`src/rtl/cpu_ctrl_pkg.sv`:
```
// Shared definitions for the hardwired CPU control unit:
// opcode values, ALU select codes, FSM states and instruction classes.
package cpu_ctrl_pkg;

  localparam logic [4:0] OP_LD   = 5'b00000;
  localparam logic [4:0] OP_ST   = 5'b00010;
  localparam logic [4:0] OP_ADD  = 5'b00011;
  localparam logic [4:0] OP_SUB  = 5'b00100;
  localparam logic [4:0] OP_AND  = 5'b00101;
  localparam logic [4:0] OP_OR   = 5'b00110;
  localparam logic [4:0] OP_ADDI = 5'b01100;
  localparam logic [4:0] OP_ANDI = 5'b01101;
  localparam logic [4:0] OP_ORI  = 5'b01110;
  localparam logic [4:0] OP_NOP  = 5'b11010;
  localparam logic [4:0] OP_HALT = 5'b11011;

  localparam logic [3:0] ALU_ADD = 4'd0;
  localparam logic [3:0] ALU_SUB = 4'd1;
  localparam logic [3:0] ALU_AND = 4'd2;
  localparam logic [3:0] ALU_OR  = 4'd3;

  typedef enum logic [4:0] {
    RESET,
    FETCH0,
    FETCH1,
    FETCH2,
    DECODE,
    ALU3,
    ALU4,
    ALU5,
    IMM3,
    IMM4,
    IMM5,
    MEM3,
    MEM4,
    MEM5,
    MEM6,
    MEM7,
    NOP3,
    HALT
  } state_t;

  typedef enum logic [2:0] {
    CLS_ALU,
    CLS_IMM,
    CLS_LD,
    CLS_ST,
    CLS_NOP,
    CLS_HALT
  } op_class_t;

endpackage

```
`src/rtl/ctrl_opdecode.sv`:
```
// Opcode classifier: maps the 5-bit opcode to an execution class and the
// ALU select used in the class's compute step. Unknown opcodes fall to NOP.
module ctrl_opdecode
  import cpu_ctrl_pkg::*;
(
  input  logic [4:0] op,
  output op_class_t  op_class,
  output logic [3:0] alu_op
);

  // Pure decode of the opcode field into class and ALU select.
  always_comb begin
    op_class = CLS_NOP;
    alu_op   = ALU_ADD;
    case (op)
      OP_LD:   op_class = CLS_LD;
      OP_ST:   op_class = CLS_ST;
      OP_ADD:  op_class = CLS_ALU;
      OP_SUB:  begin op_class = CLS_ALU; alu_op = ALU_SUB; end
      OP_AND:  begin op_class = CLS_ALU; alu_op = ALU_AND; end
      OP_OR:   begin op_class = CLS_ALU; alu_op = ALU_OR;  end
      OP_ADDI: op_class = CLS_IMM;
      OP_ANDI: begin op_class = CLS_IMM; alu_op = ALU_AND; end
      OP_ORI:  begin op_class = CLS_IMM; alu_op = ALU_OR;  end
      OP_HALT: op_class = CLS_HALT;
      default: op_class = CLS_NOP;
    endcase
  end

endmodule

```
`src/rtl/control_unit.sv`:
```
// Hardwired Moore control unit for a simple load/store CPU.
// The instruction class and ALU select are captured in DECODE so that every
// later output depends only on registered state, not on the live IR.
module control_unit
  import cpu_ctrl_pkg::*;
(
  input  logic        Clock,
  input  logic        Clear,
  input  logic [31:0] IR,
  input  logic        Stop,
  output logic        Run,
  output logic [3:0]  ALU_op,
  output logic        PCout,
  output logic        Zlowout,
  output logic        MDRout,
  output logic        Cout,
  output logic        BAout,
  output logic        Rout,
  output logic        MARin,
  output logic        Zin,
  output logic        PCin,
  output logic        MDRin,
  output logic        IRin,
  output logic        Yin,
  output logic        Rin,
  output logic        IncPC,
  output logic        Read,
  output logic        Write,
  output logic        Gra,
  output logic        Grb,
  output logic        Grc
);

  state_t     state_q;
  state_t     state_d;
  op_class_t  cls_q;
  logic [3:0] alu_op_q;
  op_class_t  dec_class;
  logic [3:0] dec_alu_op;

  // Register and immediate fields are consumed by the datapath, not here.
  logic unused_ir_fields;
  assign unused_ir_fields = ^IR[26:0];

  ctrl_opdecode u_opdecode (
    .op       (IR[31:27]),
    .op_class (dec_class),
    .alu_op   (dec_alu_op)
  );

  // State register plus the class/ALU select latched while in DECODE.
  always_ff @(posedge Clock or negedge Clear) begin
    if (!Clear) begin
      state_q  <= RESET;
      cls_q    <= CLS_NOP;
      alu_op_q <= ALU_ADD;
    end else begin
      state_q <= state_d;
      if (state_q == DECODE) begin
        cls_q    <= dec_class;
        alu_op_q <= dec_alu_op;
      end
    end
  end

  // Next-state logic; Stop is only sampled on an instruction's last state.
  always_comb begin
    state_d = state_q;
    case (state_q)
      RESET:  state_d = FETCH0;
      FETCH0: state_d = FETCH1;
      FETCH1: state_d = FETCH2;
      FETCH2: state_d = DECODE;
      DECODE: begin
        case (dec_class)
          CLS_ALU:  state_d = ALU3;
          CLS_IMM:  state_d = IMM3;
          CLS_LD:   state_d = MEM3;
          CLS_ST:   state_d = MEM3;
          CLS_HALT: state_d = HALT;
          default:  state_d = NOP3;
        endcase
      end
      ALU3:   state_d = ALU4;
      ALU4:   state_d = ALU5;
      IMM3:   state_d = IMM4;
      IMM4:   state_d = IMM5;
      MEM3:   state_d = MEM4;
      MEM4:   state_d = MEM5;
      MEM5:   state_d = MEM6;
      MEM6:   state_d = MEM7;
      ALU5, IMM5, MEM7, NOP3: state_d = Stop ? HALT : FETCH0;
      HALT:   state_d = HALT;
      default: state_d = RESET;
    endcase
  end

  // Moore output decode from the present state (and the latched class).
  always_comb begin
    Run     = 1'b1;
    ALU_op  = ALU_ADD;
    PCout   = 1'b0;
    Zlowout = 1'b0;
    MDRout  = 1'b0;
    Cout    = 1'b0;
    BAout   = 1'b0;
    Rout    = 1'b0;
    MARin   = 1'b0;
    Zin     = 1'b0;
    PCin    = 1'b0;
    MDRin   = 1'b0;
    IRin    = 1'b0;
    Yin     = 1'b0;
    Rin     = 1'b0;
    IncPC   = 1'b0;
    Read    = 1'b0;
    Write   = 1'b0;
    Gra     = 1'b0;
    Grb     = 1'b0;
    Grc     = 1'b0;
    case (state_q)
      FETCH0: begin PCout = 1'b1; MARin = 1'b1; IncPC = 1'b1; Zin = 1'b1; end
      FETCH1: begin Zlowout = 1'b1; PCin = 1'b1; Read = 1'b1; MDRin = 1'b1; end
      FETCH2: begin MDRout = 1'b1; IRin = 1'b1; end
      ALU3, IMM3: begin Grb = 1'b1; Rout = 1'b1; Yin = 1'b1; end
      ALU4: begin Grc = 1'b1; Rout = 1'b1; Zin = 1'b1; ALU_op = alu_op_q; end
      IMM4: begin Cout = 1'b1; Zin = 1'b1; ALU_op = alu_op_q; end
      ALU5, IMM5: begin Zlowout = 1'b1; Gra = 1'b1; Rin = 1'b1; end
      MEM3: begin Grb = 1'b1; BAout = 1'b1; Yin = 1'b1; end
      MEM4: begin Cout = 1'b1; Zin = 1'b1; end
      MEM5: begin Zlowout = 1'b1; MARin = 1'b1; end
      MEM6: begin
        MDRin = 1'b1;
        if (cls_q == CLS_ST) begin
          Gra  = 1'b1;
          Rout = 1'b1;
        end else begin
          Read = 1'b1;
        end
      end
      MEM7: begin
        if (cls_q == CLS_ST) begin
          Write = 1'b1;
        end else begin
          MDRout = 1'b1;
          Gra    = 1'b1;
          Rin    = 1'b1;
        end
      end
      HALT: Run = 1'b0;
      default: ;
    endcase
  end

endmodule

```
`config.mk`:
```
export PLATFORM = sky130hd
export DESIGN_NAME = control_unit
export DESIGN_NICKNAME = d
export VERILOG_FILES = /design/src/rtl/cpu_ctrl_pkg.sv /design/src/rtl/ctrl_opdecode.sv /design/src/rtl/control_unit.sv
export SDC_FILE = /design/constraint.sdc
export NUM_CORES = 1
export LEC_CHECK = 0
export BUFFER_PORTS_ARGS = -buffer_cell sky130_fd_sc_hd__buf_2
export CELL_PAD_IN_SITES_DETAIL_PLACEMENT = 0
export CELL_PAD_IN_SITES_GLOBAL_PLACEMENT = 2
export CORE_AREA = 4 4 72 74
export DETAILED_ROUTE_END_ITERATION = 16
export DIE_AREA = 0 0 76 78
export GPL_TIMING_DRIVEN = 0
export HOLD_SLACK_MARGIN = 0.15
export PLACE_DENSITY_LB_ADDON = 0.1
export SYNTH_ARGS = -nofsm -noshare
export SYNTH_HDL_FRONTEND = slang
export SYNTH_SLANG_ARGS = --single-unit
```
`constraint.sdc`:
```
create_clock -name Clock -period 3.9 [get_ports Clock]
set_clock_uncertainty 0.1 [all_clocks]
set_input_delay 0.78 -clock Clock [delete_from_list [all_inputs] [get_ports Clock]]
set_output_delay 0.78 -clock Clock [all_outputs]
set_load 0.03 [all_outputs]
```
# After elaboration in Yosys (flattened, before gate mapping)
# Index checks and enable logic that the tools add are counted.
[totals]
regBits = 12
inputBits = 35
word_cells = 78
[op_classes]
eq_ne = 31
mux = 26
n_reduce_logical = 18
[op_table]
columns = ["operator", "n"]
rows = [
  ["$pmux W5 S15", 1],
  ["$eq A5 B4 Y1 const B", 11],
  ["$eq A5 B3 Y1 const B", 7],
  ["$eq A5 B2 Y1 const B", 4],
  ["$pmux W5 S4", 1],
  ["$reduce_or A2 Y1", 8],
  ["$reduce_or A4 Y1", 4],
  ["$eq A5 B5 Y1 const B", 3],
  ["$mux W1", 15],
  ["$pmux W3 S5", 1],
  ["$logic_not A5 Y1", 2],
  ["$eq A3 B2 Y1 const B", 3],
  ["$reduce_or A3 Y1", 3],
  ["$pmux W1 S2", 4],
  ["$pmux W2 S3", 1],
  ["$eq A5 B1 Y1 const B", 1],
  ["$mux W5", 1],
  ["$mux W4", 1],
  ["$eq A3 B1 Y1 const B", 1],
  ["$eq A3 B3 Y1 const B", 1],
  ["$logic_not A3 Y1", 1],
  ["$pmux W1 S3", 1],
]

# Depth between registers and ports, before layout
[depth]
word_depth = 7
depth_mapped = 6
ltp_nobuf = 4

# By module
# A second synthesis with hierarchy kept.
[unflattened]
hier_cells = 134
area_unflattened_um2 = 1117.3
[by_module_without_submodules]
columns = ["module", "n_inst", "cells_per_inst", "area_each_um2", "seq_area_each_um2"]
rows = [
  ["control_unit", 1, 116, 994.7, 301.5],
  ["ctrl_opdecode", 1, 18, 122.6, 0.0],
]

# Worst setup path after synthesis
# No wires, ideal clock.
[synth_timing]
path_kind = "flip-flop to output port"
start = "reg state_q[2]"
end = "out PCout"
arrival_ns = 2.173
required_time_ns = 3.020
setup_slack_ns = 0.847
path_stages_with_launch = 5
cell_sequence = "dfrtp_1 clkbuf_1 buf_2 nor4_1 buf_4"
[synth_between]
elab_chain_len = 2
[synth_rtl]
columns = ["item", "line", "rtl"]
rows = [
  ["from (decl)", "control_unit.sv:34", "state_t state_q;"],
  ["from (signal assigned)", "control_unit.sv:58", "state_q <= state_d;"],
  ["$eq A5 B1 Y1", "--", ""],
  ["$mux W1", "--", ""],
  ["to (decl)", "control_unit.sv:13", "output logic PCout,"],
]
# Every way passes these cells.

# Worst setup path after layout
[layout_timing]
start = "reg state_q[4]"
end = "out PCout"
[layout_between]
elab_chain_len = 2
[layout_rtl]
columns = ["item", "line", "rtl"]
rows = [
  ["$eq A5 B1 Y1", "control_unit.sv:121", "case (state_q)"],
  ["$mux W1", "control_unit.sv:121", ""],
]
# Every way passes these cells.

==> flow_metrics.env <==
export IMPL_status="finished, final reports clean"
export IMPL_cts_buffers=3
export IMPL_rrSetupSlack_ps=2140
export IMPL_power_clock_fraction_pct=10.6
export IMPL_finalWirelength_mm=3.32
export IMPL_endpoint_kind="output port"
export IMPL_vias=1130
export IMPL_post_route_cells_drive_above_1_share_pct=27.6
export IMPL_ir_drop_v=0.000353
export IMPL_register_area_um2=251
export IMPL_placedCellCount=224
export IMPL_timing_critical_path_fanout_max=10
export IMPL_netlist_area_um2=1060
export IMPL_synth_seq_cells=10
export IMPL_synth_top_cell_area_share_pct=21.3
export IMPL_switching_share_pct=53.8
export IMPL_gpl_final_weighted_congestion=0.774
export IMPL_dominant_register_cell_in_the_synthesized_netlist="sky130_fd_sc_hd__dfrtp_1"
export IMPL_avg_inst_size_synth_um2=7.33
export IMPL_netSwitchingPower_mw=0.544
export IMPL_synth_top_cells_by_area="sky130_fd_sc_hd__dfrtp_1, sky130_fd_sc_hd__nor2_1, sky130_fd_sc_hd__nand2b_1"
export IMPL_most_instantiated_library_cell_after_synthesis="sky130_fd_sc_hd__nor2_1"
export IMPL_worst_endpoint_arrival_ps=1890
export IMPL_detail_route_antenna_nets=0
export IMPL_core_area_um2=4600
export IMPL_cts_repair_timing_setup_buffer_count=0
export IMPL_min_period_ps=2770
export IMPL_synth_seq_area_share_pct=23.8
export IMPL_fp_row_count=25
export IMPL_initial_utilization_pct=23.0
export IMPL_final_period_utilization_pct=71.0
export IMPL_tritoncts="built"
export IMPL_timing_rr_end="cls_q[1]$_DFFE_PN0P_"
export IMPL_dp_final_hpwl_mm=2.66
export IMPL_slew_violations=0
export IMPL_avgViaCountPerCell=4.96
export IMPL_critPathKind="reg2out"
export IMPL_port_buffers=25
export IMPL_globalRoute_totalOverflow=0
export IMPL_area_of_the_multi_input_gates_um2=688
export IMPL_antenna_violations_before_repair=0
export IMPL_synth_distinct_cells=49
export IMPL_clkSinkCount=10
export IMPL_achievable_frequency_mhz=361
export IMPL_cp_launch_type="register"
export IMPL_die_width_um=76
export IMPL_postCtsHoldBufs=0
export IMPL_ys_async_sr_fraction_pct=100
export IMPL_power_share_sequential_pct=17.9
export IMPL_routedWlPerCell_um=14.6
export IMPL_drc_errors=0
export IMPL_cellLeakagePower_nw=0.577
export IMPL_dr_pass1_iters=4
export IMPL_transition_at_the_pin_with_the_smallest_max_transition_slack_ps=543
export IMPL_min_delay_path_class="in2async"
export IMPL_die_area_um2=5930
export IMPL_synth_cells=144
export IMPL_synthToLayoutAreaGrowth_pct=22.9
export IMPL_hold_viol_final=0
export IMPL_number_of_synthesized_flops_with_an_enable_pin=0
export IMPL_die_height_um=78
export IMPL_synth_largest_area_cell="sky130_fd_sc_hd__dfrtp_1"
export IMPL_hold_worst_slack_ps=300
export IMPL_fillerInstances=511
export IMPL_power_density_cell_area_nw_per_um2=779
export IMPL_critical_path_data_required_time_ps=3020
export IMPL_htree_num_levels=1
export IMPL_tns_ps=0
export IMPL_regToRegStartpoint="state_q[3]$_DFF_PN0_"
export IMPL_timing_final_setup_violations=0
export IMPL_clkTransAtPathRegs_ps=50
export IMPL_num_nets_final=210
export IMPL_unrepaired_setup_endpoints_after_global_routing="no"
export IMPL_cts_root_buffer_cell="sky130_fd_sc_hd__clkbuf_8"
export IMPL_power_frac_comb_pct=71.5
export IMPL_r2r_cells=4
export IMPL_grt_start_max_net_pins=11
export IMPL_initialDrtViolationCount=35
export IMPL_clock_path_buffers=2
export IMPL_ys_warn_count=0
export IMPL_timing_max_slew_rel_slack_pct=63.8
export IMPL_track_usage_pct=11.6
export IMPL_first_global_vias=1139
export IMPL_io_pins=59
export IMPL_worstSkewPairLatency_ps=230
export IMPL_design_internal_power_mw=0.467
export IMPL_max_cap_violations=0
export IMPL_postCtsResizedCells=0
export IMPL_stdcell_count=228
export IMPL_antenna_diode_count=0
export IMPL_first_pass_grt_wire_length_mm=5.72
sequential cells by signal (all words and copies together), names as in the netlist:
name      count
cls_q         3
state_q       5
alu_op_q      2
layout make-up:
class / instances / share of cell area, %
multi-input combinational: 112 / 53.0
clock buffer: 4 / 3.47
buffer: 18 / 7.81
timing repair buffer: 25 / 9.64
sequential: 10 / 19.4
tap: 54 / 5.21
inverter: 5 / 1.45
metal layers:
layer  up-vias  wire length, µm  global-route usage [%]
met5         -                0                       0
met2        28             1650                    20.7
li1        564                -                       -
met3         2              156                    2.55
met1       536             1510                    14.6
met4         0                8                    1.07
critical path: stages, from the launching register on:
cell                       delay, ps
sky130_fd_sc_hd__dfrtp_1         390
sky130_fd_sc_hd__clkbuf_1        230
sky130_fd_sc_hd__buf_1           330
sky130_fd_sc_hd__nor4_1          370
sky130_fd_sc_hd__buf_4           160
sky130_fd_sc_hd__buf_2           180
cells in the final DEF (no fill, tap or decap), types with 2 or more instances in the layout:
| master | netlist | layout |
|---|---|---|
| sky130_fd_sc_hd__xnor2_1 | 5 | 5 |
| sky130_fd_sc_hd__nand3_1 | 3 | 3 |
| sky130_fd_sc_hd__a2111oi_0 | 2 | 2 |
| sky130_fd_sc_hd__buf_2 | 9 | 34 |
| sky130_fd_sc_hd__clkbuf_1 | 3 | 4 |
| sky130_fd_sc_hd__a21oi_1 | 9 | 9 |
| sky130_fd_sc_hd__nor3_1 | 9 | 9 |
| sky130_fd_sc_hd__nand2b_1 | 9 | 9 |
| sky130_fd_sc_hd__nand3b_1 | 3 | 3 |
| sky130_fd_sc_hd__a22oi_1 | 3 | 3 |
| sky130_fd_sc_hd__nand2_1 | 5 | 5 |
| sky130_fd_sc_hd__a21o_1 | 2 | 2 |
| sky130_fd_sc_hd__inv_1 | 5 | 5 |
| sky130_fd_sc_hd__conb_1 | 1 | 2 |
| sky130_fd_sc_hd__dfrtp_1 | 9 | 9 |
| sky130_fd_sc_hd__nor2b_1 | 5 | 5 |
| sky130_fd_sc_hd__nor2_1 | 21 | 21 |
| sky130_fd_sc_hd__clkbuf_8 | 0 | 3 |
| sky130_fd_sc_hd__a221oi_1 | 2 | 2 |
| sky130_fd_sc_hd__o21ai_0 | 4 | 4 |
| sky130_fd_sc_hd__buf_4 | 4 | 4 |
| sky130_fd_sc_hd__nor4_1 | 2 | 2 |
| sky130_fd_sc_hd__o22ai_1 | 2 | 2 |
power groups by stage:
stage | Clock [mW] | Sequential (mW) | Combinational, mW
CTS | 0.111 | 0.182 | 0.732
global route | 0.119 | 0.187 | 0.802
floorplan | 0 | 0.176 | 0.552
finish | 0.107 | 0.181 | 0.723
detailed placement | 0 | 0.183 | 0.730
global placement | 0 | 0.182 | 0.735
stage by stage:
step           power (mW)  utilization (%)  setup slack [ps]  instance area, µm²
2_1_floorplan       0.728                -               847                1060
5_1_grt              1.11             28.2               927                1300
3_3_place_gp        0.917             27.2              1330                1250
4_1_cts              1.02             28.2              1090                1300
6_report             1.01             28.2              1130                1300
3_5_place_dp        0.913             27.2              1340                1250
logic make-up after synthesis:
group	share of synthesized area (%)
and+or+nand+nor	35.1
buffers and inverters	11.4
xor gates and xnor gates	4.15
AOI/OAI and AO/OA	24.2
other	0.355
DFF	23.8
muxes	1.07
worst max path at each step:
stage                    startpoint    end  slack [ps]
2_1_floorplan  state_q[2]$_DFF_PN0_  PCout         850
3_3_place_gp   state_q[4]$_DFF_PN0_    Yin        1330
3_5_place_dp   state_q[4]$_DFF_PN0_  PCout        1340
4_1_cts        state_q[4]$_DFF_PN0_  PCout        1090
5_1_grt        state_q[4]$_DFF_PN0_  PCout         930
6_report       state_q[4]$_DFF_PN0_  PCout        1130
Note: power is estimated with default switching activity, not from simulation.
